### src/rtl/clock_hour_min.sv
// Hour:minute BCD timekeeper with RUN/SET modes, hour/day carry pulses and a seconds-clear pulse.
// Optional 12-hour display with PM flag is enabled by defining HOUR12_EN.
module clock_hour_min #(
    parameter int unsigned INIT_HOUR = 0,
    parameter int unsigned INIT_MIN  = 0
) (
    input  logic       clk,
    input  logic       reset_n,
    input  logic       clk_min,
    input  logic       set_mode,
    input  logic       btn_inc_min,
    input  logic       btn_inc_hour,
    output logic [7:0] min_bcd,
    output logic [7:0] hour_bcd,
    output logic       pm,
    output logic       clk_hour,
    output logic       clk_day,
    output logic       sec_clear
);

    typedef enum logic {
        ST_RUN = 1'b0,
        ST_SET = 1'b1
    } state_t;

    localparam logic [7:0] INIT_MIN_BCD  = {4'(INIT_MIN / 32'd10), 4'(INIT_MIN % 32'd10)};
    localparam logic [7:0] INIT_HOUR_BCD = {4'(INIT_HOUR / 32'd10), 4'(INIT_HOUR % 32'd10)};

    // Minute 00-59 plus one, wrapping 59 -> 00.
    function automatic logic [7:0] min_inc(input logic [7:0] m);
        logic [7:0] r;
        if (m[3:0] == 4'd9) begin
            if (m[7:4] == 4'd5) begin
                r = 8'h00;
            end else begin
                r = {m[7:4] + 4'd1, 4'd0};
            end
        end else begin
            r = {m[7:4], m[3:0] + 4'd1};
        end
        return r;
    endfunction

    // Hour 00-23 plus one, wrapping 23 -> 00.
    function automatic logic [7:0] hour_inc(input logic [7:0] h);
        logic [7:0] r;
        if (h == 8'h23) begin
            r = 8'h00;
        end else if (h[3:0] == 4'd9) begin
            r = {h[7:4] + 4'd1, 4'd0};
        end else begin
            r = {h[7:4], h[3:0] + 4'd1};
        end
        return r;
    endfunction

`ifdef HOUR12_EN
    // Internal 24-hour BCD to 12-hour display BCD (00 shows as 12).
    function automatic logic [7:0] hour_to12(input logic [7:0] h);
        logic [4:0] b;
        logic [4:0] b12;
        logic [7:0] r;
        b = (5'(h[7:4]) * 5'd10) + 5'(h[3:0]);
        if (b == 5'd0) begin
            b12 = 5'd12;
        end else if (b > 5'd12) begin
            b12 = b - 5'd12;
        end else begin
            b12 = b;
        end
        if (b12 >= 5'd10) begin
            r = {4'd1, 4'(b12 - 5'd10)};
        end else begin
            r = {4'd0, 4'(b12)};
        end
        return r;
    endfunction
`endif

    state_t     r_state;
    logic [7:0] r_min;
    logic [7:0] r_hour;
    logic [7:0] r_hour_disp;
    logic       r_pm;
    logic       r_clk_hour;
    logic       r_clk_day;
    logic       r_sec_clear;

    state_t     w_state_nxt;
    logic [7:0] w_min_nxt;
    logic [7:0] w_hour_nxt;
    logic [7:0] w_hour_src;
    logic [7:0] w_hour_disp;
    logic       w_pm;
    logic       w_clk_hour;
    logic       w_clk_day;
    logic       w_sec_clear;

    // Next-state and next-time decisions, driven by the registered mode, not set_mode.
    always_comb begin
        w_state_nxt = r_state;
        w_min_nxt   = r_min;
        w_hour_nxt  = r_hour;
        w_clk_hour  = 1'b0;
        w_clk_day   = 1'b0;
        w_sec_clear = 1'b0;
        case (r_state)
            ST_RUN: begin
                if (clk_min) begin
                    w_min_nxt = min_inc(r_min);
                    if (r_min == 8'h59) begin
                        w_hour_nxt = hour_inc(r_hour);
                        w_clk_hour = 1'b1;
                        if (r_hour == 8'h23) begin
                            w_clk_day = 1'b1;
                        end else begin
                            w_clk_day = 1'b0;
                        end
                    end else begin
                        w_hour_nxt = r_hour;
                    end
                end else begin
                    w_min_nxt = r_min;
                end
                if (set_mode) begin
                    w_state_nxt = ST_SET;
                end else begin
                    w_state_nxt = ST_RUN;
                end
            end
            ST_SET: begin
                // Minute and hour adjust independently; a minute wrap never carries here.
                if (btn_inc_min) begin
                    w_min_nxt = min_inc(r_min);
                end else begin
                    w_min_nxt = r_min;
                end
                if (btn_inc_hour) begin
                    w_hour_nxt = hour_inc(r_hour);
                end else begin
                    w_hour_nxt = r_hour;
                end
                if (!set_mode) begin
                    w_state_nxt = ST_RUN;
                    w_sec_clear = 1'b1;
                end else begin
                    w_state_nxt = ST_SET;
                end
            end
            default: begin
                w_state_nxt = ST_RUN;
            end
        endcase
    end

    // Display-side hour value, so the registered hour_bcd/pm track the next internal hour.
    always_comb begin
        if (!reset_n) begin
            w_hour_src = INIT_HOUR_BCD;
        end else begin
            w_hour_src = w_hour_nxt;
        end
`ifdef HOUR12_EN
        w_hour_disp = hour_to12(w_hour_src);
        w_pm        = (w_hour_src >= 8'h12);
`else
        w_hour_disp = w_hour_src;
        w_pm        = 1'b0;
`endif
    end

    // State, time and pulse registers with synchronous active-low reset.
    always_ff @(posedge clk) begin
        if (!reset_n) begin
            r_state     <= ST_RUN;
            r_min       <= INIT_MIN_BCD;
            r_hour      <= INIT_HOUR_BCD;
            r_clk_hour  <= 1'b0;
            r_clk_day   <= 1'b0;
            r_sec_clear <= 1'b0;
        end else begin
            r_state     <= w_state_nxt;
            r_min       <= w_min_nxt;
            r_hour      <= w_hour_nxt;
            r_clk_hour  <= w_clk_hour;
            r_clk_day   <= w_clk_day;
            r_sec_clear <= w_sec_clear;
        end
    end

    // Registered display hour and PM flag; reset value is folded into w_hour_src.
    always_ff @(posedge clk) begin
        r_hour_disp <= w_hour_disp;
        r_pm        <= w_pm;
    end

    assign min_bcd   = r_min;
    assign hour_bcd  = r_hour_disp;
    assign pm        = r_pm;
    assign clk_hour  = r_clk_hour;
    assign clk_day   = r_clk_day;
    assign sec_clear = r_sec_clear;

endmodule

### config.mk
export PLATFORM = sky130hd
export DESIGN_NAME = clock_hour_min
export DESIGN_NICKNAME = d
export VERILOG_FILES = /design/src/rtl/clock_hour_min.sv
export SDC_FILE = /design/constraint.sdc
export NUM_CORES = 1
export LEC_CHECK = 0
export ABC_CLOCK_PERIOD_IN_PS = 2800
export BUFFER_PORTS_ARGS = -buffer_cell sky130_fd_sc_hd__buf_2
export CAP_MARGIN = 20
export CORE_MARGIN = 2
export CORE_UTILIZATION = 57
export CTS_BUF_LIST = sky130_fd_sc_hd__clkbuf_4 sky130_fd_sc_hd__clkbuf_8
export DETAILED_ROUTE_END_ITERATION = 10
export GPL_TIMING_DRIVEN = 0
export PLACE_DENSITY = 0.87
export SETUP_SLACK_MARGIN = 0.2
export SLEW_MARGIN = 20
export SYNTH_ARGS = -nofsm -noshare
export SYNTH_HDL_FRONTEND = slang
export SYNTH_SLANG_ARGS = --single-unit
### constraint.sdc
create_clock -name clk -period 2.8 [get_ports clk]
set_input_delay 0.14 -clock clk [delete_from_list [all_inputs] [get_ports clk]]
set_output_delay 0.14 -clock clk [all_outputs]
set_load 0.02 [all_outputs]
Word level (Yosys, flattened, before mapping):

Cells that the tools add are included.

* register bits after elaboration: 20
* output and inout bits: 20

* reductions and logical operators: 5
* multiplexer cells: 15
* add/subtract/negate cells: 4
* equality and inequality tests: 9
* bitwise logic cells: 4

Operators by type and width (number)
* two-way mux 8 bit: 9
* case mux 8 bit (2 select lines): 2
* adder 4 x 1 -> 4 bit (second input constant): 4
* == test 4 bit (second input constant): 2
* == test 8 x 6 -> 1 bit (second input constant): 1
* == test 8 x 7 -> 1 bit (second input constant): 1
* inequality test 2 bit (second input constant): 4
* == test 4 x 3 -> 1 bit (second input constant): 1
* two-way mux 1 bit: 4
* NOT 1 bit: 4
* AND reduction 2 bit: 2
* OR reduction 4 bit: 1
* AND reduction 3 bit: 1
* OR reduction 3 bit: 1

Depth between registers and ports, before layout:

Gate-level depths: netlist of run 1.

* depth in word-level cells: 6
* gate-level depth with buffers: 6
* mapped depth without buffers: 6

Worst setup path after synthesis of run 1:

No wires, ideal clock.

* kind: flip-flop to flip-flop
* start: reg hour_bcd[1] (netlist name)
* end: reg r_hour_disp[1], in the netlist hour_bcd[1]
* data required time: 2.730 ns
* arrival: 1.668 ns
* stages on the path, launching flop included: 7
* setup slack: 1.062 ns
* buffers on the path: 0
* cells stage by stage: dfxtp_1 > inv_1 > ha_1 > and3b_1 > a41oi_1 > or3b_1 > a21boi_1

RTL lines
* end signal: assignment: RTL line 193 `r_hour_disp <= w_hour_disp;`
* end: declaration: RTL line 83 `logic [7:0] r_hour_disp;`

==> results of run 1 <==
==> state kept, by name, indices dropped and copies added (netlist names) <==
name / count
min_bcd: 8
clk_day: 1
sec_clear: 1
r_state: 1
hour_bcd: 8
clk_hour: 1
==> cell usage in the layout, fill, tap and decap left out, drive strengths merged, types with 2 or more instances in the layout <==
master / count
buf: 26
dfxtp: 20
nand2: 14
nor2: 7
a21boi: 7
clkbuf: 5
nor2b: 4
o21ai: 4
and2: 4
or3: 4
nand3: 4
ha: 4
inv: 3
and3b: 3
nand4: 3
and2b: 2
a21oi: 2
mux2i: 2
or3b: 2
xnor2: 2
and4bb: 2
==> worst register-to-register path: stages (launching register included) <==
cell and delay, ps:
dfxtp_1 410, inv_1 60, ha_1 180, and3b_1 240, a41oi_1 340, or3b_1 380, a21boi_1 150
==> cell type report <==
type / instances / area [sq um]
multi-input combinational: 83 / 568.0
fill: 151 / 479.2
sequential: 20 / 400.4
timing repair buffer: 25 / 130.1
clock inverter: 1 / 30.03
buffer: 4 / 26.28
clock buffer: 3 / 22.52
tap: 17 / 21.27
inverter: 3 / 11.26
==> per-stage QoR <==
stage               std cells  hold slack [ps]  worst slack (ps)  util [%]
finish                    156            137.0             985.1     71.63
global route              156            130.7             810.6     71.63
CTS                       156            132.1             963.1     71.63
detailed placement        151            310.4             994.0     67.93
global placement          151            307.4              1057     67.93
floorplan                 110            211.7              1062         -
==> layer usage <==
| metal | GRT usage, % | vias up | wire length, microns |
|---|---|---|---|
| met3 | 3.571 | 2 | 76 |
| li1 | - | 448 | - |
| met4 | 10.29 | 0 | 21 |
| met5 | 0 | - | 0 |
| met1 | 26.68 | 407 | 894 |
| met2 | 35.28 | 23 | 986 |
==> synthesized netlist by cell type (all sizes together) <==
library cell	n
nand4	3
conb	1
a31oi	1
a21oi	2
o22ai	1
and4bb	2
nand3b	1
a21boi	7
or3b	2
nor2b	4
nand2b	1
and4	1
nor2	7
or3	4
ha	4
o31ai	1
mux2i	2
nand3	4
o21ai	4
o221a	1
and3b	3
and2	4
clkbuf	2
nand2	14
mux2	1
buf	2
dfxtp	20
and2b	2
or4b	1
a41oi	1
and3	1
xnor2	2
a31o	1
inv	3
==> cells by family (layout without fill, tap and decap cells) <==
group,count (synthesis),after routing,share of synthesized area [%]
AND/OR/NAND/NOR,54,54,31.72
flip-flops,20,20,39.80
AO/OA/AOI/OAI,19,19,14.55
buffers and inverters,7,36,3.732
adder cells (fa/ha/maj),4,4,4.975
multiplexers,3,3,3.109
XOR/XNOR,2,2,1.742
other,1,1,0.3728
==> power by group <==
group          switching [mW]  internal [mW]  total, mW
Clock                  0.0893          0.145      0.234
Sequential            0.00664          0.289      0.296
Combinational          0.0230         0.0183     0.0412
==> worst max path at each step <==
stage / endpoint / slack (ps) / startpoint / depth (start not counted)
5_1_grt: hour_bcd[0] / 810 / hour_bcd[1] / 6
4_1_cts: hour_bcd[1] / 960 / hour_bcd[1] / 6
2_1_floorplan: hour_bcd[1] / 1060 / hour_bcd[1] / 6
3_3_place_gp: hour_bcd[1] / 1060 / hour_bcd[1] / 6
3_5_place_dp: hour_bcd[1] / 990 / hour_bcd[1] / 6
6_report: hour_bcd[1] / 990 / hour_bcd[1] / 6
==> flow_summary_export.csv, run 1 <==
group,metric,value,unit
clock_network,cts_tree,"done",
place,place_hpwl,1.500,mm
global_routing,grt_pass1_wl,3.270,mm
route,post_drt_wl_per_cell,12.68,microns
floorplanning,die_area,2117,sq um
global_routing,grt_pass1_vias,784,
global_routing,grt_start_max_net_pins,13,
setup_path,worstSetupPathType,"register to register",
cells_and_area,final_area,1210,sq um
synthesis,yosysWarnings,0,
setup_path,r2r_setup_slack,990,ps
setup_path,required,3040,ps
setup_path,setup.worst_path.end_class,"register",
place,gp_congestion,0.8190,
min_path,hold_end,"min_bcd[7]",
clock_network,htree_levels,1,
pwr,total_power,0.5711,mW
setup_path,r2r_start,"hour_bcd[1]",
synthesis,ys_ff_latch,20,
timing,rsz0062_at_grt,"false",
clock_network,post_cts_buffers,0,
route,dr.pass1.iters,5,
cells_and_area,antenna_cells,0,
min_path,hold_path_depth,3,
pwr,irDropWorstVdd,0.0003328,V
setup_path,crit_slowest_cell,"dfxtp_1",
global_routing,grt_antenna_before_repair,0,
run_status,status,"finished clean",
clock_network,cts_buffers,3,
route,post-route-drc-count,0,
timing,fin_skew,6.230,ps
synthesis,synth_top_cell_by_area,"dfxtp_1",
floorplanning,rows,15,
timing,fmax,551.0,MHz
synthesis,synth_top_area_share,39.80,%
setup_path,r2r-end,"hour_bcd[1]",
timing,period_needed,1815,ps
place,port_buffers,24,
route,drtIter0Drc,18,
setup_path,cp_cell_sequence,"inv_1 > ha_1 > and3b_1 > a41oi_1 > or3b_1 > a21boi_1",
floorplanning,die_h,46.01,microns
floorplanning,start_util,59.56,%
setup_path,path_delay_family,"simple AND/OR/NAND/NOR gates",
global_routing,grt-ovfl-total,0,
global_routing,grt_usage,21.41,%
place,placed_area,1147,sq um
route,avgViaCountPerCell,5.641,
floorplanning,fp.coreArea,1689,sq um
synthesis,synthCells,110,
synthesis,synth_cell_types,37,
min_path,min_path_type,"input pin to register",
setup_path,start_kind,"register",
setup_path,critPathMaxStageDelay,410,ps
cells_and_area,area_growth,20.27,%
timing,hold_viol,0,
clock_network,cts_root_buffer,"clkbuf_4",
cells_and_area,layout-drive-gt1-share,25.90,%
clock_network,ctsResizeCount,0,
setup_path,worst-path-max-fanout,5,
setup_path,rr_worst_depth,6,
synthesis,synthesis.area,1006,sq um
route,postRouteAntennaNets,0,
synthesis,ys_seq_area_share,39.80,%
setup_path,crit_arrival,2050,ps
setup_path,cp_num_buf_inv,1,
clock_network,clkSinkCount,20,
clock_network,clkTransAtPathRegs,120,ps
timing,drv_slew,0,
timing,fin_setup_tns,0,ps
clock_network,clock_latency,300,ps
synthesis,yosys-top-cells-area,"dfxtp_1 (40%), nand2_1 (5.2%), ha_1 (5.0%)",
cells_and_area,nets,150,
pwr,cellLeakagePower,0.5248,nW
timing,setup_viol,0,
job,cap_violations,0,
clock_network,cts.hold.buffers_added,1,
clock_network,cts_max_path_buffers,2,
synthesis,avgSynthCellArea,9.145,sq um
min_path,min-delay-start,"reset_n",
pwr,p_per_area,472.0,nW/um^2
route,num_vias,880,
floorplanning,io-pin-count,26,
synthesis,synthesis.nets,120,
route,wl,1.978,mm
floorplanning,dieWidth,46.01,microns
timing,period_share,64.82,%
No activity file was read; power rests on OpenSTA's default activity.
==> run 2: changes to the inputs <==
--- a/config.mk
+++ b/config.mk
@@ -5,15 +5,15 @@
 export SDC_FILE = /design/constraint.sdc
 export NUM_CORES = 1
 export LEC_CHECK = 0
-export ABC_CLOCK_PERIOD_IN_PS = 2800
+export ABC_CLOCK_PERIOD_IN_PS = 1500
 export BUFFER_PORTS_ARGS = -buffer_cell sky130_fd_sc_hd__buf_2
 export CAP_MARGIN = 20
 export CORE_MARGIN = 2
-export CORE_UTILIZATION = 57
+export CORE_UTILIZATION = 48
 export CTS_BUF_LIST = sky130_fd_sc_hd__clkbuf_4 sky130_fd_sc_hd__clkbuf_8
 export DETAILED_ROUTE_END_ITERATION = 10
 export GPL_TIMING_DRIVEN = 0
-export PLACE_DENSITY = 0.87
+export PLACE_DENSITY = 0.78
 export SETUP_SLACK_MARGIN = 0.2
 export SLEW_MARGIN = 20
 export SYNTH_ARGS = -nofsm -noshare
==> constraint.sdc (replaced) <==
create_clock -name clk -period 1.5 [get_ports clk]
set_input_delay 0.075 -clock clk [delete_from_list [all_inputs] [get_ports clk]]
set_output_delay 0.075 -clock clk [all_outputs]
set_load 0.02 [all_outputs]
==> flow_summary_export.csv, run 2 (synthesized netlist as in run 1, its figures left out) <==
group,metric,value,unit
pwr,power_frac_seq,50.1,%
route,avgViaCountPerCell,5.335,
floorplanning,die_area,2478,sq um
setup_path,required,1750,ps
setup_path,r2r_start,"hour_bcd[1]",
cells_and_area,fill_cells,150,
run_status,failed_checks,"setup timing",
route,drtIter0Drc,17,
setup_path,start_kind,"register",
clock_network,clock_latency,300,ps
place,placed_area,1197,sq um
pwr,irDropWorstVdd,0.0005261,V
floorplanning,dieWidth,49.78,microns
setup_path,crit_arrival,1810,ps
place,place_hpwl,1.628,mm
route,post_drt_wl_per_cell,13.42,microns
min_path,min-delay-start,"reset_n",
clock_network,cts_tree,"done",
place,gp_congestion,0.7671,
cells_and_area,final_common_cell,"buf_2",
timing,fmax,643.1,MHz
global_routing,grt_pass1_wl,4.036,mm
route,post-route-drc-count,0,
floorplanning,rows,16,
timing,period_needed,1555,ps
timing,setup_viol,5,
pwr,p_int,0.8559,mW
setup_path,r2r_setup_slack,-50,ps
route,dr.pass1.iters,4,
pwr,sw_frac_of_total,21.58,%
global_routing,grt-ovfl-total,0,
floorplanning,die_h,49.78,microns
cells_and_area,layout-drive-gt1-share,46.05,%
cells_and_area,area_growth,41.17,%
route,postRouteAntennaNets,0,
setup_path,r2r-end,"hour_bcd[2]",
floorplanning,fp.coreArea,1962,sq um
route,num_vias,955,
min_path,min_path_type,"input pin to register",
setup_path,worst-path-max-fanout,3,
min_path,hold_path_depth,3,
global_routing,grt_pass1_vias,893,
route,wl,2.402,mm
clock_network,clkTransAtPathRegs,120,ps
global_routing,grt_antenna_before_repair,0,
clock_network,cts_root_buffer,"clkbuf_4",
timing,worst_slack,-54.98,ps
global_routing,grt_usage,21.16,%
clock_network,clkSinkCount,20,
setup_path,rr_worst_depth,7,
clock_network,cts_buffers,3,
timing,rsz0062_at_grt,"true",
timing,hold_viol,0,
setup_path,setup.worst_path.end_class,"register",
cells_and_area,antenna_cells,0,
timing,drv_slew,0,
pwr,comb_power_share,9.6,%
pwr,cellLeakagePower,0.6138,nW
pwr,power.net_switching,0.2355,mW
cells_and_area,layout_common_cells,"buf_2 (24), nand2_1 (13), buf_4 (12)",
pwr,clkPwrFrac,40.3,%
place,port_buffers,24,
cells_and_area,nets,163,
floorplanning,start_util,51.28,%
clock_network,cts_max_path_buffers,2,
run_status,status,"finished, violations left",
timing,period_share,103.7,%
global_routing,grt_start_max_net_pins,13,
timing,fin_skew,5.392,ps
clock_network,htree_levels,1,
pwr,p_per_area,768.5,nW/um^2
floorplanning,io-pin-count,26,
min_path,hold_end,"min_bcd[7]",
cells_and_area,final_util,72.39,%
setup_path,worstSetupPathType,"register to register",
job,cap_violations,0,
pwr,total_power,1.091,mW
cells_and_area,final_area,1420,sq um
==> run 2: cell types whose count changed in the layout (fill, tap and decap cells not counted), sizes merged <==
cell,delta
buf,+13
==> run 2: power groups by stage <==
stage                     Clock [mW]  Combinational [mW]  Sequential, mW
after floorplan                    0              0.0416           0.568
after global placement             0              0.0735           0.560
after detailed placement           0              0.0776           0.561
after CTS                      0.449               0.101           0.545
after global routing           0.475               0.114           0.549
final                          0.440               0.104           0.547
==> run 2: how the worst max path moves through the flow <==
stage	from	endpoint	slack (ps)
2_1_floorplan	hour_bcd[1]	hour_bcd[0]	-50
3_5_place_dp	hour_bcd[1]	hour_bcd[1]	-130
3_3_place_gp	hour_bcd[1]	hour_bcd[0]	-90
6_report	hour_bcd[1]	hour_bcd[2]	-50
5_1_grt	hour_bcd[1]	hour_bcd[2]	-150
4_1_cts	hour_bcd[1]	hour_bcd[1]	-70
==> run 2: per-stage QoR <==
stage	hold slack [ps]	setup slack [ps]	setup TNS (ps)	instances
floorplan	146.7	-46.16	-74.65	110
global placement	242.9	-87.70	-153.9	161
detailed placement	246.4	-129.5	-244.3	161
finish	48.53	-54.98	-152.2	179
global route	58.48	-150.0	-749.0	179
CTS	40.91	-65.13	-137.8	178
==> run 2: critical path: stages, from the launching register on <==
cell and delay (ps):
dfxtp_4 370, inv_2 40, ha_4 140, and3b_2 230
a41oi_2 210, buf_4 160, and3b_1 160, o221a_2 190
==> run 2: final cells by class <==
type / count / area, sq um / area share, %
clock inverter: 1 / 30.03 / 2.115
tap: 27 / 33.78 / 2.379
timing repair buffer: 38 / 235.2 / 16.56
clock buffer: 3 / 22.52 / 1.586
inverter: 3 / 11.26 / 0.7930
sequential: 20 / 422.9 / 29.78
multi-input combinational: 83 / 638.1 / 44.93
buffer: 4 / 26.28 / 1.850
==> run 2: timing repair <==
| action | in CTS | in global routing |
|---|---|---|
| cloned | 0 | 0 |
| endpoints found under the hold margin | 2 | 0 |
| setup endpoints to repair | 11 | 13 |
| setup buffers | 12 | 1 |
| hold buffers | 1 | 0 |
| gates resized for setup | 9 | 7 |
| pin swaps | 9 | 8 |
==> run 2: per-layer routing <==
| layer | share of wire, % | vias to the layer above | global-route usage, % |
|---|---|---|---|
| met3 | 4.5 | 2 | 3.939 |
| met5 | 0 | - | 0 |
| met4 | 0.46 | 0 | 7.870 |
| met2 | 53 | 33 | 37.11 |
| li1 | - | 471 | - |
| met1 | 42 | 449 | 25.48 |
==> run 3: changes to the inputs <==
==> config.mk (replaced) <==
export PLATFORM = sky130hd
export DESIGN_NAME = clock_hour_min
export DESIGN_NICKNAME = d
export VERILOG_FILES = /design/src/rtl/clock_hour_min.sv
export SDC_FILE = /design/constraint.sdc
export NUM_CORES = 1
export LEC_CHECK = 0
export ABC_CLOCK_PERIOD_IN_PS = 1900
export BUFFER_PORTS_ARGS = -buffer_cell sky130_fd_sc_hd__buf_2
export CAP_MARGIN = 20
export CORE_MARGIN = 2
export CORE_UTILIZATION = 57
export CTS_BUF_LIST = sky130_fd_sc_hd__clkbuf_4 sky130_fd_sc_hd__clkbuf_8
export CTS_CLUSTER_DIAMETER = 50
export DETAILED_ROUTE_END_ITERATION = 10
export GPL_TIMING_DRIVEN = 0
export PLACE_DENSITY = 0.87
export SETUP_SLACK_MARGIN = 0.5
export SLEW_MARGIN = 20
export SYNTH_ARGS = -nofsm -noshare
export SYNTH_HDL_FRONTEND = slang
export SYNTH_SLANG_ARGS = --single-unit
==> constraint.sdc (replaced) <==
create_clock -name clk -period 1.9 [get_ports clk]
set_input_delay 0.095 -clock clk [delete_from_list [all_inputs] [get_ports clk]]
set_output_delay 0.095 -clock clk [all_outputs]
set_load 0.02 [all_outputs]
==> flow_summary_export.csv, run 3 (synthesized netlist as in run 1, its figures left out) <==
group,metric,value,unit
run_status,status,"finished clean",
global_routing,grt_pass1_wl,3.877,mm
timing,period_share,83.75,%
cells_and_area,multiInputGateArea,618.1,sq um
timing,fin_skew,1.871,ps
timing,drv_slew,0,
route,post_drt_wl_per_cell,14.72,microns
cells_and_area,final_common_cell,"buf_2",
timing,fin_setup_tns,0,ps
floorplanning,die_area,2117,sq um
timing,setup_viol,0,
pwr,total_power,0.8622,mW
clock_network,cts_root_buffer,"clkbuf_4",
global_routing,grt_usage,26.60,%
cells_and_area,area_growth,36.07,%
global_routing,grt_antenna_before_repair,0,
pwr,cellLeakagePower,0.5950,nW
floorplanning,rows,15,
job,cap_violations,0,
setup_path,critPathMaxStageDelay,410,ps
setup_path,required,2150,ps
pwr,irDropWorstVdd,0.0004581,V
route,post-route-drc-count,0,
floorplanning,start_util,59.56,%
cells_and_area,seq_area,422.9,sq um
route,dr.pass1.iters,4,
timing,rsz0062_at_grt,"true",
place,port_buffers,24,
cells_and_area,final_util,81.04,%
setup_path,cp_cell_sequence,"inv_2 > ha_4 > and3b_2 > a41oi_4 > or3b_4 > a21boi_2",
setup_path,crit_arrival,1840,ps
timing,hold_viol,0,
min_path,min_path_type,"input pin to register",
timing,period_needed,1591,ps
route,wl,2.458,mm
global_routing,grt_pass1_vias,845,
setup_path,setup.worst_path.end_class,"register",
cells_and_area,layout-drive-gt1-share,43.33,%
setup_path,worstSetupPathType,"register to register",
floorplanning,die_h,46.01,microns
setup_path,crit_slowest_cell,"or3b_4",
clock_network,clkTransAtPathRegs,120,ps
route,avgViaCountPerCell,5.659,
clock_network,cts_tree,"done",
floorplanning,io-pin-count,26,
timing,fmax,628.5,MHz
cells_and_area,nets,161,
clock_network,htree_levels,1,
floorplanning,dieWidth,46.01,microns
cells_and_area,fill_cells,108,
global_routing,grt_start_max_net_pins,13,
place,gp_congestion,0.8029,
cells_and_area,layout_common_cells,"buf_2 (24), nand2_1 (14), buf_4 (11)",
route,drtIter0Drc,14,
setup_path,worst-path-max-fanout,4,
cells_and_area,antenna_cells,0,
place,place_hpwl,1.510,mm
global_routing,grt-ovfl-total,0,
route,postRouteAntennaNets,0,
clock_network,clkSinkCount,20,
floorplanning,fp.coreArea,1689,sq um
clock_network,cts_buffers,3,
clock_network,clock_latency,310,ps
pwr,p_per_area,629.9,nW/um^2
clock_network,cts_max_path_buffers,2,
setup_path,start_kind,"register",
route,num_vias,945,
==> run 3: final timing paths <==
path / startpoint / endpoint / slack (ps) / depth (start not counted)
min reg2reg: min_bcd[7] / min_bcd[7] / 480 / 2
max: hour_bcd[1] / hour_bcd[1] / 310 / 6
min: reset_n / min_bcd[7] / 80 / 3
max reg2reg: hour_bcd[1] / hour_bcd[1] / 310 / 6
==> run 3: layer usage <==
metal / global-route usage, % / routed length (microns) / vias to the layer above
li1: - / - / 467
met4: 12.00 / 42 / 0
met2: 45.83 / 1305 / 17
met5: 0 / 0 / -
met1: 32.36 / 1063 / 456
met3: 3.571 / 46 / 5
==> run 3: through the flow <==
step	std cells	hold WS [ps]	setup slack, ps	instance area (sq um)
detailed placement	151	270.3	267.0	1180
finish	167	77.67	308.8	1369
floorplan	110	166.7	353.8	1039
CTS	166	83.32	332.1	1351
global route	167	81.07	272.2	1369
global placement	151	263.5	317.9	1180
==> run 3: area by class of cell <==
cell class	instances	area share, %
buffer	4	1.920
clock buffer	3	1.645
clock inverter	1	2.194
inverter	3	0.8227
multi-input combinational	83	45.16
sequential	20	30.90
tap	17	1.554
timing repair buffer	36	15.81
==> run 3: timing repair <==
action,CTS,global route
gates resized for setup,9,4
buffers inserted,10,1
setup endpoints to repair,9,11
hold buffers,1,0
pin swaps,6,2
endpoints found under the hold margin,1,0
==> run 3: worst max-delay path: cells and delay by family (launching register included) <==
kind	cells	cell delay, ps
simple gates	2	650
compound gates	2	340
buf+inv	1	40
flops	1	370
fa+ha+maj	1	130
==> run 3: power breakdown <==
| group | switching [mW] | internal (mW) |
|---|---|---|
| logic | 0.0405 | 0.0348 |
| registers | 0.00741 | 0.423 |
| clock network | 0.143 | 0.213 |
| total | 0.191 | 0.672 |
